File: src/rtl/heap_shift_sequencer.sv
// heap_shift_sequencer: inserts (shiftUp) or removes (shiftDown) one element of a
// heap array by moving neighbours one at a time through a single-port,
// synchronous-read heap RAM.
//   clock, reset         : rising-edge clock, synchronous active-high reset
//   req_*                : request handshake and operands, latched when valid && ready
//   done, error          : one-cycle completion pulse, error flags a rejected request
//   done_size/done_value : resulting array size and removed element, held until next done
//   mem_*                : heap RAM port; read data returns the cycle after the address
module heap_shift_sequencer #(
   parameter int MemoryElementWidth = 12,
   parameter int NArea              = 4,
   parameter int NArrays            = 2,
   parameter int AddrW              = 3,
   parameter int ArrW               = 1,
   parameter int PosW               = 3
) (
   input  logic                          clock,
   input  logic                          reset,
   input  logic                          req_valid,
   output logic                          req_ready,
   input  logic                          req_op,
   input  logic [ArrW-1:0]               req_array,
   input  logic [PosW-1:0]               req_pos,
   input  logic [MemoryElementWidth-1:0] req_value,
   input  logic [PosW-1:0]               req_size,
   output logic                          done,
   output logic                          error,
   output logic [PosW-1:0]               done_size,
   output logic [MemoryElementWidth-1:0] done_value,
   output logic [AddrW-1:0]              mem_addr,
   output logic                          mem_we,
   output logic [MemoryElementWidth-1:0] mem_wdata,
   input  logic [MemoryElementWidth-1:0] mem_rdata
);
   if (NArea * NArrays > (1 << AddrW)) begin : g_addr_check
      $error("AddrW too small for NArea*NArrays");
   end

   typedef enum logic [2:0] {IDLE, RD, WR, INS, RDX, CAP, DONE} state_t;

   localparam logic [PosW-1:0]  P1 = PosW'(1);
   localparam logic [AddrW-1:0] A1 = AddrW'(1);

   state_t                          state, state_n;
   logic                            op, err, accept, bad, we_n;
   logic [AddrW-1:0]                base, req_base, addr_n;
   logic [PosW-1:0]                 pos, size, idx, idx_n;
   logic [MemoryElementWidth-1:0]   value;

   assign accept    = req_valid && req_ready;
   assign req_base  = AddrW'(req_array) * AddrW'(NArea);
   assign bad       = req_op ? (req_size == '0 || req_pos >= req_size)
                             : (req_size == PosW'(NArea) || req_pos > req_size);
   assign done      = state == DONE;
   assign error     = done && err;
   // A moved element goes straight from the RAM output register to the write port.
   assign mem_wdata = state == WR ? mem_rdata : value;

   always_comb begin
      state_n = state;
      idx_n   = idx;
      addr_n  = mem_addr;
      we_n    = 1'b0;
      case (state)
         IDLE: if (accept) begin
            if (bad) begin
               state_n = DONE;
            end else if (req_op) begin
               state_n = RDX;
               addr_n  = req_base + AddrW'(req_pos);
               idx_n   = req_pos + P1;
            end else if (req_pos == req_size) begin
               state_n = INS;
               addr_n  = req_base + AddrW'(req_pos);
               we_n    = 1'b1;
            end else begin
               state_n = RD;
               idx_n   = req_size - P1;
               addr_n  = req_base + AddrW'(req_size - P1);
            end
         end
         RDX: state_n = CAP;
         CAP: begin
            state_n = idx < size ? RD : DONE;
            addr_n  = base + AddrW'(idx);
         end
         RD: begin
            state_n = WR;
            we_n    = 1'b1;
            addr_n  = op ? base + AddrW'(idx) - A1 : base + AddrW'(idx) + A1;
         end
         WR: if (op) begin
            state_n = idx + P1 < size ? RD : DONE;
            idx_n   = idx + P1;
            addr_n  = base + AddrW'(idx + P1);
         end else if (idx > pos) begin
            state_n = RD;
            idx_n   = idx - P1;
            addr_n  = base + AddrW'(idx - P1);
         end else begin
            state_n = INS;
            addr_n  = base + AddrW'(pos);
            we_n    = 1'b1;
         end
         INS:     state_n = DONE;
         default: state_n = IDLE;
      endcase
   end

   always_ff @(posedge clock) begin
      if (reset) begin
         state      <= IDLE;
         req_ready  <= 1'b0;
         mem_addr   <= '0;
         mem_we     <= 1'b0;
         idx        <= '0;
         op         <= 1'b0;
         err        <= 1'b0;
         base       <= '0;
         pos        <= '0;
         size       <= '0;
         value      <= '0;
         done_size  <= '0;
         done_value <= '0;
      end else begin
         state     <= state_n;
         req_ready <= state_n == IDLE;
         mem_addr  <= addr_n;
         mem_we    <= we_n;
         idx       <= idx_n;
         if (accept) begin
            op    <= req_op;
            err   <= bad;
            base  <= req_base;
            pos   <= req_pos;
            size  <= req_size;
            value <= req_value;
         end
         if (state == CAP)
            done_value <= mem_rdata;
         if (accept && bad)
            done_size <= req_size;
         else if (state_n == DONE && state != IDLE && state != DONE)
            done_size <= op ? size - P1 : size + P1;
      end
   end
endmodule

File: config.mk
export PLATFORM = sky130hd
export DESIGN_NAME = heap_shift_sequencer
export DESIGN_NICKNAME = d
export VERILOG_FILES = /design/src/rtl/heap_shift_sequencer.sv
export SDC_FILE = /design/constraint.sdc
export NUM_CORES = 1
export LEC_CHECK = 0
export CAP_MARGIN = 20
export CORE_AREA = 2 2 83 85
export DETAILED_ROUTE_END_ITERATION = 16
export DIE_AREA = 0 0 85 87
export GPL_TIMING_DRIVEN = 0
export MAX_ROUTING_LAYER = met4
export PLACE_DENSITY = 0.87
export RECOVER_POWER = 25
export SLEW_MARGIN = 20
export SYNTH_ARGS = -nofsm -noshare
export SYNTH_HDL_FRONTEND = slang
export SYNTH_SLANG_ARGS = --single-unit
File: constraint.sdc
create_clock -name clock -period 2.3 [get_ports clock]
set_input_delay 0.575 -clock clock [delete_from_list [all_inputs] [get_ports clock]]
set_output_delay 0.575 -clock clock [all_outputs]
set_load 0.05 [all_outputs]
==> summary.md <==
| Metric | Value |
|---|---|
| Startpoint types | register |
| Status | complete, but fails checks |
| Final WS setup | -73.7 ps |
| Actual slew at the worst max-slew pin | 642 ps |
| Final instance area | 4140 um^2 |
| Fmax | 421 MHz |
| Warnings from Yosys | 0 |
| Worst-Skew Late Latency | 310 ps |
| Worst Path Max Fanout | 5 |
| Synth-to-layout area growth | 45.4% |
| Count of final hold-check violations | 0 |
| Clock-pin slew on the worst setup and hold paths | 90 ps |
| GPL Wtd Cong | 0.931 |
| Initial core utilization | 43.3% |
| Post-DP HPWL | 6580 um |
| Fin crit share | 103% |
| Die ar. | 7400 um^2 |
| Largest net degree at the start of global routing | 16 |
| Die Height | 87 um |
| Syn Inst Count | 384 |
| Remaining Overflow, GRT | 0 |
| Max-cap violations | 0 |
| Leakage | 1.63 nW |
| Hold slack | 460 ps |
| Avg WL per Cell | 17.5 um |
| Top post-synthesis cells by count | 118 x nand2_1, 47 x dfxtp_1, 46 x a21oi_1, 23 x nor2_1, 18 x inv_1 |
| Prevailing post-synth register cell | dfxtp_1 |
| 1st-pass router iterations | 5 |
| Share of cells above drive strength 1 | 21.7% |
| Diode count | 0 |
| Final Skew | 3.87 ps |
| Sequential-to-total area share from yosys stat | 33.1% |
| Detail Route Antenna Nets | 0 |
| Setup tns final | -73.7 ps |
| First-pass GRT wire length | 15400 um |
| Worst setup path class | reg2reg |
| Worst vdd ir | 0.614 mV |
| Net Count, Synth | 436 |
| Via count of the first global-routing pass | 3208 |
| GRT Util Overall | 27.1% |
| Starting DRT DRC Count | 320 |
| Req. time, crit path | 2500 ps |
| Slew Viols, Final | 0 |
| DP Area | 3640 um^2 |
| Synth Area per Inst | 7.41 um^2 |
| RSZ-0062 raised after global routing | true |
| TritonCTS clock tree | yes |
| Critical path endpoint category | register |
| Yosys cell types | 53 |
| Post-Route WL | 9690 um |
| Most common cell in the netlist | nand2_1 |
| HP Class | reg2reg |
| Port Buf Inserts | 66 |
| Number of vias per cell | 5.75 |
| Slew HR | 57.2% |
| DRC violations left | 0 |
| Largest buffer count on any clock path | 2 |
| Place WS | -1060 ps |
| Crit path time final | 2370 ps |
| Initial antenna violation count | 0 |
| Cell Pwr Density | 1040 nW/um^2 |
| Vias | 3193 |
| Clock Sinks | 47 |
| Yosys top cell area share | 33.1% |
| Final setup viols | 1 |
| Cell taking the most area after synthesis | dfxtp_1 |
| Chip Width | 85 um |
| I/O pin count | 69 |
| H-Tree Depth | 2 |
| Synthesized flop and latch total | 47 |
| Top post-synthesis cells by area | dfxtp_1 33%, nand2_1 16%, a21oi_1 8.1%, ha_1 6.6%, nor2_1 3.0% |
| CP Data Arrival Time | 2580 ps |
| Failing checks | setup timing |
| Core footprint | 6570 um^2 |
| Num CTS Buffers | 5 |
| Clk root buf | clkbuf_8 |
| Async SR Flop Fraction | 0% |
| Final nets | 526 |
| Cell Rows | 30 |
| Tot Pwr | 4.31 mW |
| Post-Syn Area | 2850 um^2 |
| EDFF count, synth | 0 |
## through the flow
| stage | cells | util, % |
|---|---|---|
| detailed placement | 530 | 55.4 |
| global placement | 530 | 55.4 |
| floorplan | 384 | - |
| finish | 555 | 63.0 |
| global route | 555 | 63.0 |
| CTS | 552 | 61.0 |
## per-layer routing
metal / track usage [%] / wire length (um) / vias up
met2: 45.2 / 4730 / 196
met3: 7.49 / 838 / 39
met5: - / 0 / -
li1: - / - / 1476
met4: 12.1 / 344 / 0
met1: 30.3 / 3770 / 1482
## cell usage in the layout, fill, tap and decap left out, drive strengths merged, types with 6 or more instances in the layout
cell,synthesis,routed
nor3,7,7
nand2,118,118
buf,7,41
a211oi,6,6
a21oi,48,48
clkbuf,17,21
ha,15,15
dfxtp,47,47
nor2,23,23
xnor2,7,7
clkdlybuf4s50,0,47
inv,18,18
mux2i,8,8
o21ai,9,9
## flip-flops by register name, indices dropped and copies added, names as in the netlist, 3 cells and up
signal,count
value,12
idx,3
done_size,3
state,3
done_value,12
mem_addr,3
pos,3
size,3
## cell type report
type	count	area, um^2
plain buffers	20	115
clock buffers	5	68.8
clock inverters	3	67.6
fillers	508	2430
inverters	18	70.1
multi-input cells	295	1930
flip-flops and latches	47	953
well taps	80	100
repair buffers	87	828
## power by group
part	internal [mW]	leakage, nW	switching [mW]
clock network	0.434	0.0644	0.303
logic	1.01	1.18	1.44
registers	0.962	0.385	0.162
total	2.41	1.63	1.90
## cells by family (layout without fill, tap and decap cells)
kind of cell    after synthesis  in the layout  share of synthesized area, %
xor+xnor                     12             12                          3.69
buf+inv                      42            133                          6.15
fa+ha+maj                    17             17                          8.00
simple gates                167            167                          24.4
compound gates               89             89                          21.1
flops                        47             47                          33.1
mux                          10             10                          3.60
## path summary, 6_finish.rpt
check,start,end,slack (ps),depth (start not counted)
worst min-delay path,pos[2]$_SDFFE_PP0P_,pos[2]$_SDFFE_PP0P_,460,2
worst min register to register,pos[2]$_SDFFE_PP0P_,pos[2]$_SDFFE_PP0P_,460,2
worst max register to register,idx[0]$_SDFFE_PP0P_,done_size[0]$_SDFFE_PP0P_,-70,9
worst max-delay path,idx[0]$_SDFFE_PP0P_,done_size[0]$_SDFFE_PP0P_,-70,9
## critical path, stage by stage (launching register included)
cell	delay [ps]
dfxtp_4	390
ha_4	180
xor2_2	140
ha_2	320
o21a_1	160
o31ai_4	90
a211o_1	360
o21ai_4	110
mux2_4	320
o211a_1	210
## repair_timing
action | in CTS | in global routing
resized for setup | 130 | 35
hold buffers | 0 | 0
pin swaps | 7 | 12
setup endpoints to repair | 28 | 22
setup buffers | 17 | 4
(Power assumes the default switching activity.)
